File: config.mk
export PLATFORM = sky130hd
export DESIGN_NAME = exhaustive_vector_sequencer
export DESIGN_NICKNAME = d
export VERILOG_FILES = /design/src/rtl/exhaustive_vector_sequencer.sv
export SDC_FILE = /design/constraint.sdc
export NUM_CORES = 1
export LEC_CHECK = 0
export CORE_ASPECT_RATIO = 0.7
export CORE_MARGIN = 4
export CORE_UTILIZATION = 54
export DETAILED_ROUTE_END_ITERATION = 6
export DONT_BUFFER_PORTS = 1
export PLACE_DENSITY_LB_ADDON = 0.05
export SKIP_CTS_REPAIR_TIMING = 1
export SYNTH_ARGS = -nofsm -noshare
export SYNTH_HDL_FRONTEND = slang
export SYNTH_SLANG_ARGS = --single-unit
File: constraint.sdc
create_clock -name CK -period 3.5 [get_ports CK]
set_input_delay 0.35 -clock CK [delete_from_list [all_inputs] [get_ports CK]]
set_output_delay 0.35 -clock CK [all_outputs]
set_load 0.01 [all_outputs]
File: src/rtl/exhaustive_vector_sequencer.sv
// Exhaustive stimulus sequencer: walks all 2^N_IN input vectors in binary or Gray
// order, captures each response over valid/ready and folds it into a MISR signature.
module exhaustive_vector_sequencer #(
    parameter int                N_IN      = 3,
    parameter int                N_OUT     = 1,
    parameter int                SETTLE    = 1,
    parameter int                MISR_W    = 16,
    parameter logic [MISR_W-1:0] MISR_POLY = 16'h1021,
    parameter logic [MISR_W-1:0] MISR_SEED = 16'hFFFF
) (
    input  logic              CK,
    input  logic              reset,
    input  logic              start,
    input  logic              mode,
    input  logic              abort,
    output logic [N_IN-1:0]   dut_in,
    input  logic [N_OUT-1:0]  dut_out,
    output logic              cap_valid,
    input  logic              cap_ready,
    output logic [N_IN-1:0]   cap_vector,
    output logic [N_OUT-1:0]  cap_response,
    output logic              busy,
    output logic              done,
    output logic [MISR_W-1:0] signature
);

    localparam int              SW          = (SETTLE > 1) ? $clog2(SETTLE) : 1;
    localparam logic [SW-1:0]   SETTLE_LOAD = SW'(SETTLE - 1);
    localparam logic [N_IN-1:0] LAST_VEC    = {N_IN{1'b1}};

    typedef enum logic [1:0] {
        S_IDLE,
        S_SETTLE,
        S_CAPTURE,
        S_DONE
    } state_t;

    state_t            state;
    state_t            next_state;
    logic              mode_q;
    logic [N_IN-1:0]   cnt;
    logic [N_IN-1:0]   cnt_next;
    logic [SW-1:0]     settle_cnt;
    logic [MISR_W-1:0] misr_next;
    logic [MISR_W-1:0] resp_ext;
    logic              load_run;
    logic              do_capture;
    logic              do_handshake;
    logic              clear_run;

    function automatic logic [N_IN-1:0] vec_of(input logic [N_IN-1:0] c, input logic gray);
        return gray ? (c ^ (c >> 1)) : c;
    endfunction

    assign cnt_next  = cnt + N_IN'(1);
    assign resp_ext  = MISR_W'(cap_response);
    assign misr_next = {signature[MISR_W-2:0], 1'b0}
                     ^ (signature[MISR_W-1] ? MISR_POLY : '0)
                     ^ resp_ext;

    always_ff @(posedge CK or negedge reset) begin
        if (!reset) begin
            state <= S_IDLE;
        end else begin
            state <= next_state;
        end
    end

    // Abort beats a same-cycle handshake, so the MISR never absorbs a cancelled capture.
    always_comb begin
        next_state   = state;
        load_run     = 1'b0;
        do_capture   = 1'b0;
        do_handshake = 1'b0;
        clear_run    = 1'b0;
        cap_valid    = 1'b0;
        busy         = 1'b0;
        done         = 1'b0;
        case (state)
            S_IDLE: begin
                if (start) begin
                    load_run   = 1'b1;
                    next_state = S_SETTLE;
                end
            end
            S_SETTLE: begin
                busy = 1'b1;
                if (abort) begin
                    clear_run  = 1'b1;
                    next_state = S_IDLE;
                end else if (settle_cnt == '0) begin
                    do_capture = 1'b1;
                    next_state = S_CAPTURE;
                end
            end
            S_CAPTURE: begin
                busy      = 1'b1;
                cap_valid = 1'b1;
                if (abort) begin
                    clear_run  = 1'b1;
                    next_state = S_IDLE;
                end else if (cap_ready) begin
                    do_handshake = 1'b1;
                    next_state   = (cnt == LAST_VEC) ? S_DONE : S_SETTLE;
                end
            end
            S_DONE: begin
                next_state = S_IDLE;
                if (abort) begin
                    clear_run = 1'b1;
                end else begin
                    done = 1'b1;
                end
            end
            default: begin
                next_state = S_IDLE;
            end
        endcase
    end

    always_ff @(posedge CK or negedge reset) begin
        if (!reset) begin
            mode_q       <= 1'b0;
            cnt          <= '0;
            settle_cnt   <= '0;
            dut_in       <= '0;
            cap_vector   <= '0;
            cap_response <= '0;
            signature    <= MISR_SEED;
        end else if (load_run) begin
            mode_q     <= mode;
            cnt        <= '0;
            settle_cnt <= SETTLE_LOAD;
            dut_in     <= vec_of('0, mode);
            signature  <= MISR_SEED;
        end else if (clear_run) begin
            dut_in <= '0;
        end else if (do_capture) begin
            cap_response <= dut_out;
            cap_vector   <= dut_in;
        end else if (do_handshake) begin
            signature <= misr_next;
            if (cnt != LAST_VEC) begin
                cnt        <= cnt_next;
                dut_in     <= vec_of(cnt_next, mode_q);
                settle_cnt <= SETTLE_LOAD;
            end
        end else if (state == S_SETTLE) begin
            settle_cnt <= settle_cnt - SW'(1);
        end
    end

endmodule
# [Word-level counts from Yosys, hierarchy flattened]
# Index checks and enable logic that the tools add are counted.
[word_totals] mem_bits_rw=0 word_cells=84 regBits=30 inputBits=7 rom_bits=0 out_inout_bits=26 memories=0 latchBits=0
[classes] eq_ne=12 multipliers=0 n_shift=0 bitwise=5 n_lt_le_gt_ge=0 addsub=2 reduce_logical=14 div=0 muxes=43
[ops] op="16-bit two-way mux" n=4
[ops] op="3-bit two-way mux" n=11
[ops] op="1-bit two-way mux" n=20
[ops] op="16-bit by 1-bit bitwise XOR with 16-bit output" n=1
[ops] op="16-bit by 13-bit bitwise XOR with 16-bit output" n=1
[ops] op="13-bit two-way mux" n=1
[ops] op="2-bit two-way mux" n=6
[ops] op="3-bit AND reduction" n=4
[ops] op="3-bit != test (second input constant)" n=3
[ops] op="3-bit nonzero test" n=3
[ops] op="2-bit one-hot mux with 4 select lines" n=1
[ops] op="4-bit AND reduction" n=2
[ops] op="2-bit != test (second input constant)" n=3
[ops] op="3-bit by 2-bit != test with 1-bit output (second input constant)" n=2
[ops] op="2-bit equality test (second input constant)" n=2
[ops] op="2-bit nonzero test" n=2
[ops] op="3-bit by 1-bit adder with 3-bit output (second input constant)" n=1
[ops] op="3-bit equality test (second input constant)" n=1
[ops] op="3-bit OR reduction" n=1
[ops] op="3-bit by 2-bit bitwise XOR with 3-bit output" n=1
[ops] op="2-bit by 1-bit equality test with 1-bit output (second input constant)" n=1
[ops] op="2-bit zero test" n=1
[ops] op="1-bit NOT" n=2
[ops] op="2-bit OR reduction" n=1
[ops] op="1-bit subtractor (second input constant)" n=1

# [Logic depth before layout (Yosys ltp)]
# Gate-level depths: netlist of the first run.
[logic_depth] ltp_word=8 depth_mapped=7 mapped_depth_nobuf=5

# [Worst setup path before layout of the first run]
# No wires, ideal clock.
[synth_path] kind="reg2reg" startpoint="reg state[0]" endpoint="reg state[1]" t_arrival_ns=1.415 setup_ns=0.125 path_slack_ns=1.960 path_buffers=0 period_less_slack_ns=1.540 path_stages_with_launch=6 required_ns=3.375 path_cell_list="dfrtp_1 -> inv_1 -> ha_1 -> nand2b_1 -> o221a_2 -> mux2_2"
[synth_via] elab_chain_len=3 elab_cells_between_ends=9 cone_classes="eq/ne: 6; mux: 1; reduce/logical: 2"
[synth_lines] item="start: declaration" line_no="38" text="state_t state;"
[synth_lines] item="start signal: assignment" line_no="65" text="state <= next_state;"
[synth_lines] item="2-bit by 1-bit equality test with 1-bit output (tied with other cells)" line_no="79" text="case (state)"
[synth_lines] item="3-bit != test (no source line) or 2-bit != test (tied branches)"
[synth_lines] item="3-bit AND reduction (no source line)"
# Parallel ways exist; a longest one is shown, timed or not.
# A chain may end at the register's enable or synchronous reset.

# [Worst setup path after layout of the first run]
[layout_path] startpoint="reg state[0]" endpoint="reg signature[0]"
[layout_via] elab_chain_len=5 elab_cells_between_ends=14 cone_classes="eq/ne: 5; mux: 5; reduce/logical: 4"
[layout_lines] item="2-bit by 1-bit equality test with 1-bit output or 2-bit equality test (tied branches)" line_no="79"
[layout_lines] item="3-bit OR reduction (no source line)"
[layout_lines] item="1-bit two-way mux"
[layout_lines] item="2-bit != test (no source line)"
[layout_lines] item="3-bit AND reduction (no source line)"
[layout_lines] item="end signal: assignment" line_no="142" text="signature <= misr_next;"
[layout_lines] item="end: declaration" line_no="24" text="output logic [MISR_W-1:0] signature"
# Parallel ways exist; a longest one is shown, timed or not.

==> flow_summary.toml, run 1 <==
[status]
status = "completed"

[pwr]
seqPwrFrac_pct = 45.8
p_per_area_mw_per_mm2 = 745
p_sw_share_pct = 36.9
intPower_uw = 801
clkPwrFrac_pct = 24.8
worst_ir_drop_vdd_uv = 397
p_total_uw = 1270
pwr-share-comb_pct = 29.4
switchingPower_uw = 468
leakage_uw = 0.000682

[clock_tree]
cts_htree_levels = 2
cts_buffers = 5
path_clk_slew_ns = 0.06
clk_path_buf_depth = 2
cts_num_sinks = 30
cts_tree = "done"
cts_root_buf = "clkbuf_8"
insertion_delay_ns = 0.27

[finish]
drive_gt1_share_pct = 22.2
utilization_pct = 61.2
design_area_mm2 = 0.00170
fin_nets = 166
area_delta_synth_final_pct = 8.44
antenna_cells = 0

[route]
wl_per_cell_um = 16.4
viasPerCell = 6.00
drt-pass1-iter-count = 4
drtAntennaViolNets = 0
drc = 0
drt-initial-drc-count = 60
wirelength_um = 3090
vias = 1134

[global_routing]
grt_pass1_vias = 1031
overflow = 0
grt_max_degree = 31
grtUsageTotal_pct = 17.8
grt_pass1_wl_um = 5180
antenna_found_initial = 0

[yosys]
synth_seq_cells = 30
synth.cell_area_mm2 = 0.00157
synthMuxAreaShare_pct = 4.86
synth_top_area_cell = "dfstp_2"
synth_cells = 153
synthTopCellsByArea = "dfstp_2 27%, dfrtp_1 22%, nand3_1 8.9%"
synth_top_flop_cell = "dfstp_2"
synth_most_common_cell = "nand3_1"
synth_commonest_cells = "28 x nand3_1, 23 x o21ai_0, 16 x dfstp_2"
synth_warnings = 0
synth_top_family_by_area = "simple AND/OR/NAND/NOR gates"
synthAdderAreaFrac_pct = 5.57
synthSimpleGateAreaFrac_pct = 19.4
ys_async_sr_fraction_pct = 100
synth_cell_type_count = 36
synth_xor_area_share_pct = 2.23
netlist.area_leader.share_pct = 26.8
synth_compound_area_share_pct = 14.3
synth-edff-count = 0
syn_area_per_cell_um2 = 10.3
synth.net_count = 167
seq_area_frac_synth_pct = 49.0

[die]
die_h_um = 53.1
start_util_pct = 56.5
die_w_um = 72.5
core_mm2 = 0.00278
ios = 33
row_count = 16
dieArea_mm2 = 0.00385

[sta]
max_freq_ghz = 0.495
whs_ns = 0.192
maxSlewViolCount = 0
setup_violations = 0
finalCriticalPeriod_ns = 2.02
fin_crit_sh_pct = 57.7
tns_ns = 0
final_hold_viol_count = 0
rsz0062_at_grt = "no"
maxSlewHeadroom_pct = 52.9
fin_worst_skew_ns = 0.00577
worst_pin_slew_ns = 0.705

[critical_path]
worstSetupStartpointType = "flip-flop"
worstSetupPathType = "reg2reg"
cpLargestDelayFamily = "simple AND/OR/NAND/NOR gates"
cp.required_ns = 3.69
cp_num_buf_inv = 1
crit_chain = "inv_1 -> ha_1 -> and3b_1 -> nand2_1 -> o211ai_1"
cp-end-kind = "flip-flop"
worst-endpoint-arrival_ns = 2.21
slowest_delay_ns = 0.60
cpMaxStageDelayCell = "and3b_1"
critPathMaxFanout = 17

[placed_design]
gp_routability_congestion = 0.787
place_area_mm2 = 0.00156
portBuffers = 0
dpl.hpwl_um = 2170

[hold_path]
hold_path_class = "in2reg"

[run]
drv_cap = 0
[through the flow]
| stage | std cells | worst slack [ns] |
|---|---|---|
| global route | 189 | 1.26 |
| detailed placement | 179 | 1.48 |
| finish | 189 | 1.48 |
| CTS | 187 | 1.48 |
| floorplan | 153 | 1.96 |
| global placement | 179 | 1.50 |
[power by group through the flow]
stage / Sequential, uW / Clock [uW] / Combinational [uW]
after global routing: 593 / 343 / 420
after CTS: 582 / 325 / 367
after detailed placement: 587 / 0 / 365
after floorplan: 558 / 0 / 323
after global placement: 585 / 0 / 359
final: 581 / 315 / 374
[state kept, by name (all words and copies together), names as in the netlist]
register      flops
cap_response      1
cap_vector        3
cnt               3
dut_in            3
mode_q            1
settle_cnt        1
signature        16
state             2
[cells in the final DEF, fill, tap and decap left out, types with 2 or more instances in the layout]
master / n
a21oi_1: 7
clkbuf_8: 8
dfrtp_1: 14
dfstp_2: 16
ha_1: 7
inv_1: 5
mux2_2: 5
mux2i_1: 2
nand2_1: 6
nand2b_1: 3
nand3_1: 28
nand3b_1: 2
nor2b_1: 2
o211ai_1: 3
o21ai_0: 23
xnor2_1: 3
[area by class of cell]
class | instances | area (um2)
clock buffer | 8 | 110
fill | 228 | 1080
inverter | 5 | 18.8
multi-input combinational | 108 | 729
sequential | 30 | 771
tap | 36 | 45.0
timing repair buffer | 2 | 30.0
[path summary, 6_finish.rpt]
path                                             end                     start  slack (ns)  depth (start not counted)
max                         signature[0]$_DFFE_PN1P_      state[0]$_DFFE_PN0P_        1.48                          5
min                               mode_q$_DFFE_PN0P_                      mode        0.19                          2
max reg2reg                 signature[0]$_DFFE_PN1P_      state[0]$_DFFE_PN0P_        1.48                          5
min reg2reg                 signature[3]$_DFFE_PN1P_  signature[2]$_DFFE_PN1P_        0.52                          2
max in group asynchronous   signature[9]$_DFFE_PN1P_                     reset        2.75                          2
min in group asynchronous  cap_vector[2]$_DFFE_PN0P_                     reset        0.52                          2
[cells by family after synthesis]
group,after synthesis
AND/OR/NAND/NOR,51
AO/OA/AOI/OAI,39
flip-flops,30
buffers and inverters,15
multiplexers,7
adder cells (fa/ha/maj),7
XOR/XNOR,4
[routing by layer]
layer	global-route usage [%]	wire [um]	up-vias
met4	4.60	9	0
li1	-	-	548
met1	24.7	1430	538
met5	0	0	-
met2	25.1	1330	46
met3	7.97	322	2
(Power assumes the default switching activity.)
==> run 2, diff against run 1 <==
- clock period: 3.5 -> 1.9 ns (I/O delays scaled with it)
==> flow_summary.toml, run 2 (synthesis gave the netlist of run 1 again) <==
[route]
drt-initial-drc-count = 66
wl_per_cell_um = 16.8
drtAntennaViolNets = 0
drt-pass1-iter-count = 4
wirelength_um = 3310
drc = 0
viasPerCell = 5.93
vias = 1168

[critical_path]
crit_chain = "ha_1 -> ha_1 -> nand4bb_4 -> or3_1 -> a21oi_1"
worstSetupStartpointType = "flip-flop"
worstSetupPathType = "reg2reg"
rr_worst_depth = 5
path_depth = 5
cp_num_buf_inv = 0
endpoint = "cnt[0]$_DFFE_PN0P_"
slowest_delay_ns = 0.40
critPathMaxFanout = 8
cpLargestDelayFamily = "simple AND/OR/NAND/NOR gates"
cp.required_ns = 2.10
cpMaxStageDelayCell = "dfrtp_1"
rr_endpoint = "cnt[0]$_DFFE_PN0P_"
r2r_start = "cnt[0]$_DFFE_PN0P_"
worst-endpoint-arrival_ns = 1.86
crit_start = "cnt[0]$_DFFE_PN0P_"
crit_top_cell = "ha_1"
cp-end-kind = "flip-flop"
r2r_slack_ns = 0.24

[placed_design]
gp_routability_congestion = 0.769
dpl.hpwl_um = 2380
place_area_mm2 = 0.00162
portBuffers = 0

[finish]
regMostFlops = "signature"
final_common_cell = "nand3_1"
regArea_um2 = 771
layout_common_cells = "28 x nand3_1, 23 x o21ai_0, 16 x dfstp_2"
fin_nets = 174
multiInputGateArea_um2 = 729
area_delta_synth_final_pct = 11.0
drive_gt1_share_pct = 24.8
design_area_mm2 = 0.00174
largest_reg_flops = 16
n_fill_cell = 225
antenna_cells = 0

[pwr]
p_per_area_mw_per_mm2 = 1360
worst_ir_drop_vdd_uv = 635
leakage_uw = 0.000708

[clock_tree]
clk_path_buf_depth = 2
cts_tree = "done"
cts_buffers = 5
cts_htree_levels = 2
cts_num_sinks = 30
cts_root_buf = "clkbuf_8"
insertion_delay_ns = 0.27
path_clk_slew_ns = 0.06

[global_routing]
antenna_found_initial = 0
grtUsageTotal_pct = 19.2
overflow = 0
grt_max_degree = 31
grt_pass1_vias = 1149
busiest_layer = "met2"
use_met3_pct = 6.83
gr-usage-met1_pct = 26.3
grt_use_met2_pct = 28.7
grt_pass1_wl_um = 5500

[run]
drv_cap = 0

[die]
die_h_um = 53.1
start_util_pct = 56.5
row_count = 16
die_w_um = 72.5
core_mm2 = 0.00278
ios = 33
dieArea_mm2 = 0.00385

[sta]
worst_pin_slew_ns = 0.436
maxSlewHeadroom_pct = 70.9
final_hold_viol_count = 0
tns_ns = 0
rsz0062_at_grt = "no"
finalCriticalPeriod_ns = 1.66
fin_worst_skew_ns = 0.00630
setup_violations = 0
max_freq_ghz = 0.601
maxSlewViolCount = 0
fin_crit_sh_pct = 87.5

[status]
status = "completed"

[hold_path]
hold_path_depth = 2
hold_path_class = "in2reg"
==> run 2: per-stage QoR <==
step	hold WS, ns	util [%]	total power, uW	worst slack [ns]	instances
after floorplan	-0.106	-	1620	0.360	153
after global placement	-0.105	58.1	1820	0.269	186
after detailed placement	-0.105	58.1	1840	0.201	186
after CTS	-0.403	61.3	2360	0.203	194
after global routing	0.0341	62.7	2540	0.0976	197
final	0.0285	62.7	2360	0.237	197
==> run 2: how the worst min path moves through the flow <==
stage	from	end	slack, ns
final	mode	mode_q$_DFFE_PN0P_	0.03
after global placement	reset	cap_vector[2]$_DFFE_PN0P_	-0.10
after global routing	mode	mode_q$_DFFE_PN0P_	0.03
after CTS	reset	settle_cnt$_DFFE_PN0P_	-0.40
after detailed placement	reset	dut_in[2]$_DFFE_PN0P_	-0.10
after floorplan	reset	cap_response$_DFFE_PN0P_	-0.11
==> run 2: layout make-up <==
class	instances	area share, %
Clock buffer	8	5.17
Timing Repair Buffer	10	5.17
Tap cell	36	2.58
Multi-Input combinational cell	108	41.8
Sequential cell	30	44.2
Inverter	5	1.08
==> run 2: metal layers <==
| metal | up-vias | part of all wire (%) |
|---|---|---|
| met1 | 566 | 49 |
| met3 | 4 | 7.6 |
| met4 | 0 | 0.51 |
| li1 | 564 | - |
| met2 | 34 | 43 |
| met5 | - | 0 |
==> run 2: worst reg2reg max path: stages (launching register included) <==
cell and delay, ns:
dfrtp_1 0.40, ha_1 0.21, ha_1 0.23, nand4bb_4 0.27, or3_1 0.34, a21oi_1 0.14
==> run 2: power by group <==
part | internal, uW | leakage, uW | switching [uW]
Combinational | 320 | 0.000306 | 466
Clock | 295 | 0.0000455 | 212
Sequential | 860 | 0.000356 | 211
Total | 1470 | 0.000708 | 889
